$ cat config.mk
export PLATFORM = sky130hd
export DESIGN_NAME = ps2_dev_tx
export DESIGN_NICKNAME = d
export VERILOG_FILES = /design/src/rtl/ps2_dev_tx.sv
export SDC_FILE = /design/constraint.sdc
export NUM_CORES = 1
export LEC_CHECK = 0
export BUFFER_PORTS_ARGS = -buffer_cell sky130_fd_sc_hd__buf_2
export CAP_MARGIN = 20
export CORE_ASPECT_RATIO = 1.25
export CORE_MARGIN = 4
export CORE_UTILIZATION = 29
export DETAILED_ROUTE_END_ITERATION = 10
export PLACE_DENSITY = 0.54
export SYNTH_ARGS = -nofsm -noshare
export SYNTH_HDL_FRONTEND = slang
export SYNTH_SLANG_ARGS = --single-unit
$ cat constraint.sdc
create_clock -name clk -period 3.9 [get_ports clk]
set_input_delay 0.78 -clock clk [delete_from_list [all_inputs] [get_ports clk]]
set_output_delay 0.78 -clock clk [all_outputs]
set_load 0.02 [all_outputs]
$ cat src/rtl/ps2_dev_tx.sv
// rtl/ps2_dev_tx.sv - device-side PS/2 transmitter: byte FIFO plus 11-bit frame serialiser
// Optional PS2_TX_ERRINJ_EN adds inject_err to corrupt the parity bit of the next popped frame.
module ps2_dev_tx #(
  parameter int HALF_PERIOD = 2000,
  parameter int GAP_CYCLES  = 4000,
  parameter int FIFO_AW     = 3
) (
  input  logic       clk,
  input  logic       clrn,
  input  logic [7:0] tx_data,
  input  logic       tx_valid,
`ifdef PS2_TX_ERRINJ_EN
  input  logic       inject_err,
`endif
  output logic       tx_ready,
  output logic       ps2_clk,
  output logic       ps2_data,
  output logic       busy,
  output logic [7:0] sent_cnt
);

  localparam int DEPTH   = 1 << FIFO_AW;
  localparam int DIV_MAX = (HALF_PERIOD > GAP_CYCLES) ? HALF_PERIOD : GAP_CYCLES;
  localparam int DIV_W   = $clog2(DIV_MAX);

  localparam logic [DIV_W-1:0]   HP_LOAD  = DIV_W'(HALF_PERIOD - 1);
  localparam logic [DIV_W-1:0]   GAP_LOAD = DIV_W'(GAP_CYCLES - 1);
  localparam logic [DIV_W-1:0]   DIV_ONE  = DIV_W'(1);
  localparam logic [FIFO_AW:0]   FULL_CNT = (FIFO_AW + 1)'(DEPTH);
  localparam logic [FIFO_AW:0]   CNT_ONE  = (FIFO_AW + 1)'(1);
  localparam logic [FIFO_AW-1:0] PTR_ONE  = FIFO_AW'(1);

  typedef enum logic [1:0] {S_IDLE, S_HIGH, S_LOW, S_GAP} state_t;

  state_t state, state_n;

  logic [7:0]         mem [DEPTH];
  logic [FIFO_AW-1:0] w_ptr, r_ptr;
  logic [FIFO_AW:0]   count;
  logic               full, empty, push, pop;

  logic [DIV_W-1:0]   div, div_n;
  logic [10:0]        shreg, shreg_n;
  logic [3:0]         bit_idx, bit_idx_n;
  logic               ps2_clk_n, ps2_data_n;
  logic [7:0]         sent_n;
  logic [7:0]         head;
  logic               par;

  assign full     = (count == FULL_CNT);
  assign empty    = (count == '0);
  assign tx_ready = ~full;
  assign push     = tx_valid & ~full;
  assign pop      = (state == S_IDLE) & ~empty;
  assign busy     = (state != S_IDLE);
  assign head     = mem[r_ptr];

`ifdef PS2_TX_ERRINJ_EN
  assign par = (~^head) ^ inject_err;
`else
  assign par = ~^head;
`endif

  always_ff @(posedge clk) begin
    if (push) mem[w_ptr] <= tx_data;
  end

  always_ff @(posedge clk or negedge clrn) begin
    if (!clrn) begin
      w_ptr <= '0;
      r_ptr <= '0;
      count <= '0;
    end else begin
      if (push) w_ptr <= w_ptr + PTR_ONE;
      if (pop)  r_ptr <= r_ptr + PTR_ONE;
      case ({push, pop})
        2'b10:   count <= count + CNT_ONE;
        2'b01:   count <= count - CNT_ONE;
        default: count <= count;
      endcase
    end
  end

  always_ff @(posedge clk or negedge clrn) begin
    if (!clrn) begin
      state    <= S_IDLE;
      div      <= '0;
      shreg    <= '0;
      bit_idx  <= '0;
      ps2_clk  <= 1'b1;
      ps2_data <= 1'b1;
      sent_cnt <= '0;
    end else begin
      state    <= state_n;
      div      <= div_n;
      shreg    <= shreg_n;
      bit_idx  <= bit_idx_n;
      ps2_clk  <= ps2_clk_n;
      ps2_data <= ps2_data_n;
      sent_cnt <= sent_n;
    end
  end

  // shreg[0] always mirrors the bit currently on ps2_data; it shifts only on a rising ps2_clk
  always_comb begin
    state_n    = state;
    div_n      = div;
    shreg_n    = shreg;
    bit_idx_n  = bit_idx;
    ps2_clk_n  = ps2_clk;
    ps2_data_n = ps2_data;
    sent_n     = sent_cnt;
    case (state)
      S_IDLE: begin
        ps2_clk_n  = 1'b1;
        ps2_data_n = 1'b1;
        if (!empty) begin
          shreg_n    = {1'b1, par, head, 1'b0};
          bit_idx_n  = 4'd0;
          ps2_data_n = 1'b0;
          div_n      = HP_LOAD;
          state_n    = S_HIGH;
        end
      end
      S_HIGH: begin
        ps2_clk_n  = 1'b1;
        ps2_data_n = shreg[0];
        if (div == '0) begin
          ps2_clk_n = 1'b0;
          div_n     = HP_LOAD;
          state_n   = S_LOW;
        end else begin
          div_n = div - DIV_ONE;
        end
      end
      S_LOW: begin
        ps2_clk_n = 1'b0;
        if (div == '0) begin
          ps2_clk_n = 1'b1;
          if (bit_idx != 4'd10) begin
            bit_idx_n  = bit_idx + 4'd1;
            shreg_n    = {1'b0, shreg[10:1]};
            ps2_data_n = shreg[1];
            div_n      = HP_LOAD;
            state_n    = S_HIGH;
          end else begin
            ps2_data_n = 1'b1;
            sent_n     = sent_cnt + 8'd1;
            div_n      = GAP_LOAD;
            state_n    = S_GAP;
          end
        end else begin
          div_n = div - DIV_ONE;
        end
      end
      S_GAP: begin
        ps2_clk_n  = 1'b1;
        ps2_data_n = 1'b1;
        if (div == '0) begin
          state_n = S_IDLE;
        end else begin
          div_n = div - DIV_ONE;
        end
      end
      default: begin
        state_n = S_IDLE;
      end
    endcase
  end

endmodule

==> results of run 1 <==
-- synthesized netlist by cell type (3+ instances only) --
cell	count	area [um2]
a21o_1	3	22.5
a21oi_1	22	110
buf_2	3	15.0
clkbuf_1	8	30.0
dfrtp_1	47	1180
edfxtp_1	64	1920
ha_1	15	188
inv_1	11	41.3
mux2_1	3	33.8
mux2i_1	5	50.1
mux2i_4	3	67.6
mux4_1	3	78.8
mux4_2	13	293
nand2_1	34	128
nand3_1	10	50.1
nand4_1	3	18.8
nor2_1	31	116
nor3_1	11	55.1
nor4_1	4	25.0
o21a_1	6	45.0
o21ai_0	3	15.0
o21ai_1	17	85.1
o22a_1	8	70.1
o31ai_1	3	22.5
or2_2	3	18.8
xnor2_1	12	105
xor2_1	9	78.8
-- routing by layer --
layer	vias up	share of wire	GRT usage
met4	0	0.024	0.0607
met2	51	0.52	0.189
li1	1510	-	-
met1	1571	0.42	0.124
met5	-	0	0
met3	21	0.035	0.0314
-- report_power, final --
group / internal [uW] / switching [uW]
registers: 1570 / 264
logic: 917 / 1040
clock network: 1080 / 573
-- final timing paths --
check                                 start          end  slack [ns]  depth (start not counted)
worst max-delay path                 div[0]       div[9]        1.29                          7
worst min-delay path                   clrn  sent_cnt[5]        0.43                          1
worst max register to register       div[0]       div[9]        1.29                          7
worst min register to register  sent_cnt[7]  sent_cnt[7]        0.47                          1
max in group asynchronous              clrn     ps2_data        2.67                          2
min in group clk                sent_cnt[7]  sent_cnt[7]        0.47                          1
-- final cells by class --
cell class	count	share of cell area
clock inverter	15	0.0336
multi-input combinational	249	0.314
inverter	11	0.00667
tap	224	0.0453
sequential	113	0.509
clock buffer	17	0.0687
timing repair buffer	26	0.0226
-- layout by cell type (no fill, tap or decap), types with 8 or more instances in the layout --
master	synthesis	final
buf_2	3	22
xor2_1	9	9
a21oi_1	22	22
ha_1	15	15
nor2_1	31	31
mux4_2	13	13
o21ai_1	17	17
edfxtp_1	64	64
inv_1	11	11
o22a_1	8	8
nand3_1	10	10
nor3_1	11	10
clkbuf_16	0	17
nand2_1	34	34
xnor2_1	12	12
dfrtp_1	47	47
-- cells by family after synthesis --
logic type	after synthesis
AND/OR/NAND/NOR	111
adder cells (fa/ha/maj)	16
flip-flops	113
XOR/XNOR	22
AO/OA/AOI/OAI	70
multiplexers	30
buffers and inverters	25
-- worst register-to-register path, cell delays in order (launching register included) --
cell     delay (ns)
dfrtp_1        0.40
inv_1          0.11
ha_1           0.15
nor4b_1        0.32
nand3_1        0.34
o21ai_1        0.85
o21a_1         0.24
o22a_1         0.13
-- registers in the layout, indices dropped and copies added, names as in the netlist, 2 cells and up --
signal and cells:
count 4, sent_cnt 8, bit_idx 4, mem 64, shreg 11, r_ptr 3, state 2, div 12
w_ptr 3
-- stage by stage --
stage | total power, uW | setup slack [ns]
global route | 5820 | 1.05
finish | 5450 | 1.29
detailed placement | 3860 | 1.29
floorplan | 3470 | 1.59
CTS | 5530 | 1.26
global placement | 3780 | 1.41
==> metrics.txt, run 1 <==
Post-DP Area 5560 um2; crit path launch type register; Design Area, Final 6190 um2; predominant post-synthesis flop cell edfxtp_1; register area share after synthesis 0.603; Hold WC Path Type input pin to asynchronous set/reset pin; min Tclk post-route 2.61 ns; Max Cap Viol 0; initial antenna violation count 0; TritonCTS Sinks 113; LEAKAGE 0.00242 uW; number of global-route vias before repair 3214; Initial DRT Pass Iterations 4; Placement Rows 54; CTS buffer count 17; critical path data arrival time 2.96 ns; async set or reset register ratio after synthesis 0.434; peak supply drop 481 uV; # diodes 0; final hold viol count 0; clock slew at reported path FFs 0.06 ns; Via density 4.81; PortBufs 22; Synth Area in XOR/XNOR 0.0383; Compound-Gate Fraction of Synth Area 0.0845; CTS tree done; area growth from synthesis to layout 18.4%; post-synthesis mux area share 0.107; Post-CTS Setup Inserts 0; Slew headroom 0.275; Clock Skews 0.0104 ns; Synth Net Count 414; Avg Cell Area, Syn 13.5 um2; Die X 128 um; Residual DRC 0; GPL Wtd Cong 0.755; Seq. cell area 3150 um2; Initial Util 0.298; area share of fa/ha/maj cells after synthesis 0.0397; critical path endpoint category register; Crit path largest cell delay 0.85 ns; final core utilization 0.352; RSZ-0062 raised after global routing false; Nets 445; Mapped Area 5230 um2; status finished clean; total wire length 10400 um; IO Pins 23; WP buf/inv 1; routed len/inst 15.8 um; Hold Slack 0.429 ns; Core Footprint 17600 um2; Yosys Warn Count 0; Clk Latency, worst-skew pair 0.42 ns; Synth cell types 54; Yosys reg bits 113; Initial DRC Count 85; CP cell instances inv_1, ha_1, nor4b_1, nand3_1, o21ai_1, o21a_1, o22a_1; detailed placement HPWL 6730 um; H-Tree Depth 4; Top Family by Delay on Critical Path compound AO/OA/AOI/OAI gates; layout cell share with drive strength beyond 1 0.202; antenna-violating nets left 0; period utilisation layout 0.669; Req. time, crit path 4.25 ns; TNS Setup 0 ns; crit path max-delay cell type o21ai_1; post-cts sizing count 0; CP Class register to register; simple-gate share of the synthesized area 0.101; dpl cells 623; Total GRT Usage 0.110; final setup vio count 0; synthesized instance count 387; worst slew pin tran 1.09 ns; PwrDens 880 nW/um2; Die Height 158 um; pin count of the biggest net entering global routing 33; Fill cells 1722; hold buffers post-CTS 0; vias 3153; fin. max-slew vios 0; Root Buffer clkbuf_16; largest family of logic cells by synthesized area multiplexers; fin cells 655; die area 20300 um2; first-pass GRT wire length 16800 um; GRT Residual Overflow 0; fmax 0.383 GHz; multi-input gate area in the final layout 1940 um2; Post-synth EDFFs 64; Bufs on Longest Clock Path 2; CP Max Fanout 14
Power figures use the tool's default switching activity.
==> run 2, diff against run 1 <==
==> constraint.sdc (replaced) <==
create_clock -name clk -period 2.5 [get_ports clk]
set_input_delay 0.5 -clock clk [delete_from_list [all_inputs] [get_ports clk]]
set_output_delay 0.5 -clock clk [all_outputs]
set_load 0.02 [all_outputs]
==> run 2 against run 1 <==
Net effect:
- worst setup slack worse by 1.1 ns
- fmax is 15% higher
- sequential share of layout area is 1.3 points lower
- highest routed layer unchanged
- clock power is 55% higher
- combinational power is 68% higher
- via count is 0.60% higher
- critical path type unchanged
- flip-flop and latch count stayed put
- hold slack worse by 0.38 ns
- clock-buffer cell count is 1 higher
- die area stayed put
==> metrics.txt, run 2 (synthesis results as in run 1) <==
hold buffers post-CTS 0; Post-CTS Setup Inserts 0; Via density 4.73; fmax 0.440 GHz; H-Tree Depth 4; PortBufs 22; CTS buffer count 17; first-pass GRT wire length 17000 um; Initial DRT Pass Iterations 4; Nets 461; setup ws final 0.225 ns; worst slew pin tran 0.611 ns; Residual DRC 0; pin count of the biggest net entering global routing 31; most frequent cells in the layout 64 x edfxtp_1, 47 x dfrtp_1, 34 x nand2_1; TritonCTS Sinks 113; final setup vio count 0; Clock Skews 0.0131 ns; Hold WC Path Type input pin to asynchronous set/reset pin; multi-input gate area in the final layout 1960 um2; Max Cap Viol 0; status finished clean; detailed placement HPWL 6680 um; area growth from synthesis to layout 21.4%; Die X 128 um; final hold viol count 0; GRT Residual Overflow 0; Clk Latency, worst-skew pair 0.42 ns; Initial DRC Count 139; number of global-route vias before repair 3353; fin cells 671; dpl cells 639; # diodes 0; die area 20300 um2; critical path data arrival time 2.57 ns; Total GRT Usage 0.109; Critical Path Start state[0]; IO Pins 23; Req. time, crit path 2.80 ns; total wire length 10000 um; period utilisation layout 0.910; Seq. cell area 3150 um2; crit path launch type register; Bufs on Longest Clock Path 2; peak supply drop 662 uV; Slew headroom 0.592; Placement Rows 54; routed len/inst 14.9 um; initial antenna violation count 0; fin. max-slew vios 0; layout cell share with drive strength beyond 1 0.242; post-cts sizing count 0; LEAKAGE 0.00250 uW; TNS Setup 0 ns; critical path endpoint category register; R2R cell count 11; Biggest register mem; vias 3172; r2r startpoint state[0]; antenna-violating nets left 0; RSZ-0062 raised after global routing false; CP Class register to register; most common cell after layout, fill and taps aside edfxtp_1; Largest regs mem: 64 flops, div: 12 flops, shreg: 11 flops; Fill cells 1727; clock slew at reported path FFs 0.06 ns; Core Footprint 17600 um2; CTS tree done; Setup Slack @ Placement 0.156 ns; PwrDens 1360 nW/um2; number of flip-flops in the largest register 64; Initial Util 0.298; Root Buffer clkbuf_16; Hold Slack 0.0497 ns; CP Max Fanout 4; min Tclk post-route 2.28 ns; Die Height 158 um; GPL Wtd Cong 0.746
[run 2: cell types whose count changed in the layout (fill, tap and decap cells not counted), sizes merged]
cell / previous run / this run
buf: 26 / 42
clkinv: 8 / 4
inv: 14 / 16
clkbuf: 17 / 18
clkinvlp: 0 / 1
[run 2: layout make-up]
class,count,share of cell area
inverter,11,0.00650
multi-input combinational,249,0.309
tap,224,0.0441
clock inverter,14,0.0319
clock buffer,18,0.0676
sequential,113,0.496
timing repair buffer,42,0.0449
[run 2: final timing paths]
check / to / slack (ns)
max in group asynchronous: ps2_clk / 1.84
setup / recovery: count[3] / 0.22
min in group clk: mem[7][7] / 0.35
setup reg to reg: count[3] / 0.22
hold / removal: shreg[5] / 0.05
hold reg to reg: sent_cnt[7] / 0.47
[run 2: metrics by stage]
stage / power, uW / cell area, um2 / utilization
3_3_place_gp: 6070 / 5700 / 0.324
4_1_cts: 8750 / 6330 / 0.360
3_5_place_dp: 6150 / 5700 / 0.324
5_1_grt: 9290 / 6350 / 0.361
6_report: 8650 / 6350 / 0.361
2_1_floorplan: 5410 / 5230 / -
[run 2: routing by layer]
metal,wire length (um),global-route usage,part of all wire
met1,4080,0.120,0.41
met5,0,0,0
met2,5460,0.193,0.54
met4,165,0.0495,0.016
met3,323,0.0341,0.032
[run 2: report_power, final]
part           total, uW  leakage, uW  switching [uW]  internal, uW
sequential          2790      0.00120             332          2450
combinational       3300     0.000997            1720          1580
clock               2560     0.000306             879          1680
[run 2: worst max-delay path: stages, from the launching register on]
cell and delay, ns:
dfrtp_1 0.41, inv_1 0.14, ha_2 0.23, inv_1 0.09
nor2_2 0.16, ha_1 0.21, ha_1 0.24, a21o_1 0.17
a21oi_1 0.17, xnor2_1 0.14, nor2_1 0.07, xor2_1 0.14
==> run 3, diff against run 2 <==
--- a/config.mk
+++ b/config.mk
@@ -11,6 +11,7 @@
 export CORE_MARGIN = 4
 export CORE_UTILIZATION = 29
 export DETAILED_ROUTE_END_ITERATION = 10
+export HOLD_SLACK_MARGIN = 0.1
 export PLACE_DENSITY = 0.54
 export SYNTH_ARGS = -nofsm -noshare
 export SYNTH_HDL_FRONTEND = slang
==> run 3 against run 2 <==
Net effect:
- global-route usage barely moved
- sequential share of layout area is 0.078 points lower
- fmax down 0.10%
- final cell count increased by 0.15%
- sequential power about the same
- power about the same
- first-iteration DRC count is 13% higher
- clock-buffer cell count is the same
- core utilization up 0.057 points
- cell area grew 0.16%
- critical path type unchanged
==> metrics.txt, run 3 (synthesis results as in run 1) <==
Residual DRC 0; clock slew at reported path FFs 0.05 ns; total wire length 10000 um; Seq. cell area 3150 um2; Biggest register mem; peak supply drop 661 uV; routed len/inst 14.9 um; Post-DP Area 5700 um2; most frequent cells in the layout 64 x edfxtp_1, 47 x dfrtp_1, 34 x nand2_1; Post-CTS Setup Inserts 0; min Tclk post-route 2.28 ns; final hold viol count 0; Core Footprint 17600 um2; IO Pins 23; Via density 4.73; CTS buffer count 17; final setup vio count 0; GPL Wtd Cong 0.746; detailed placement HPWL 6680 um; antenna-violating nets left 0; Placement Rows 54; most common cell after layout, fill and taps aside edfxtp_1; Clk Latency, worst-skew pair 0.42 ns; number of global-route vias before repair 3359; critical path data arrival time 2.57 ns; number of flip-flops in the largest register 64; multi-input gate area in the final layout 1960 um2; fin. max-slew vios 0; dpl cells 639; Initial Util 0.298; H-Tree Depth 4; PwrDens 1360 nW/um2; Hold WC Path Type input pin to register; Hold Slack 0.346 ns; Largest regs mem: 64 flops, div: 12 flops, shreg: 11 flops; Die Height 158 um; Req. time, crit path 2.80 ns; Fill cells 1726; fin cells 672; period utilisation layout 0.911; # diodes 0; TritonCTS Sinks 113; CTS tree done; TNS Setup 0 ns; Slew headroom 0.592; Initial DRC Count 157; status finished clean; GRT Residual Overflow 0; pin count of the biggest net entering global routing 31; fmax 0.439 GHz; Max Cap Viol 0; Initial DRT Pass Iterations 4; worst slew pin tran 0.612 ns; Bufs on Longest Clock Path 2; Root Buffer clkbuf_16; first-pass GRT wire length 17000 um; Total GRT Usage 0.109; area growth from synthesis to layout 21.6%; Clock Skews 0.0107 ns; Nets 462; Die X 128 um; RSZ-0062 raised after global routing false; CP Max Fanout 4; initial antenna violation count 0; Design Area, Final 6360 um2; PortBufs 22; crit path launch type register; die area 20300 um2; CP Class register to register; vias 3177; layout cell share with drive strength beyond 1 0.241; critical path endpoint category register; LEAKAGE 0.00251 uW
-- run 3: per-layer routing --
layer,vias to the layer above,global-route usage,part of all wire
met4,0,0.0495,0.020
met2,41,0.194,0.54
li1,1547,-,-
met3,20,0.0337,0.028
met1,1569,0.120,0.41
met5,-,0,0
-- run 3: report_power, final --
part           switching (uW)  internal (uW)  total, uW
Sequential                332           2450       2790
Combinational            1720           1580       3310
Clock                     880           1680       2560
-- run 3: layout make-up --
cell class | instances | share of cell area
inverters | 11 | 0.00649
clock buffers | 18 | 0.0675
flip-flops and latches | 113 | 0.495
well taps | 224 | 0.0441
repair buffers | 43 | 0.0464
multi-input cells | 249 | 0.308
clock inverters | 14 | 0.0319
-- run 3: repair_timing --
action / 4_1_cts / 5_1_grt
hold buffers: 1 / 0
endpoints found under the setup margin: 0 / 11
resized for setup: 0 / 6
hold endpoints to repair: 19 / 0
-- run 3: worst paths after layout --
path | cells after the start | slack [ns] | endpoint | from
hold / removal | 1 | 0.35 | mem[7][7] | tx_data[7]
hold reg to reg | 1 | 0.47 | sent_cnt[7] | sent_cnt[7]
min in group asynchronous | 2 | 0.60 | shreg[5] | clrn
setup reg to reg | 11 | 0.22 | count[3] | state[0]
setup / recovery | 11 | 0.22 | count[3] | state[0]
max in group asynchronous | 3 | 1.30 | ps2_clk | clrn
-- run 3: through the flow --
stage / setup slack [ns] / total power [uW] / util
3_3_place_gp: 0.206 / 6070 / 0.324
2_1_floorplan: 0.188 / 5410 / -
3_5_place_dp: 0.156 / 6150 / 0.324
5_1_grt: 0.00865 / 9300 / 0.362
4_1_cts: 0.133 / 8760 / 0.361
6_report: 0.222 / 8650 / 0.362
-- run 3: critical path, stage by stage, from the launching register on --
cell,delay [ns]
dfrtp_1,0.41
inv_1,0.14
ha_2,0.23
inv_1,0.09
nor2_2,0.16
ha_1,0.21
ha_1,0.24
a21o_1,0.17
a21oi_1,0.17
xnor2_1,0.14
nor2_1,0.07
xor2_1,0.14
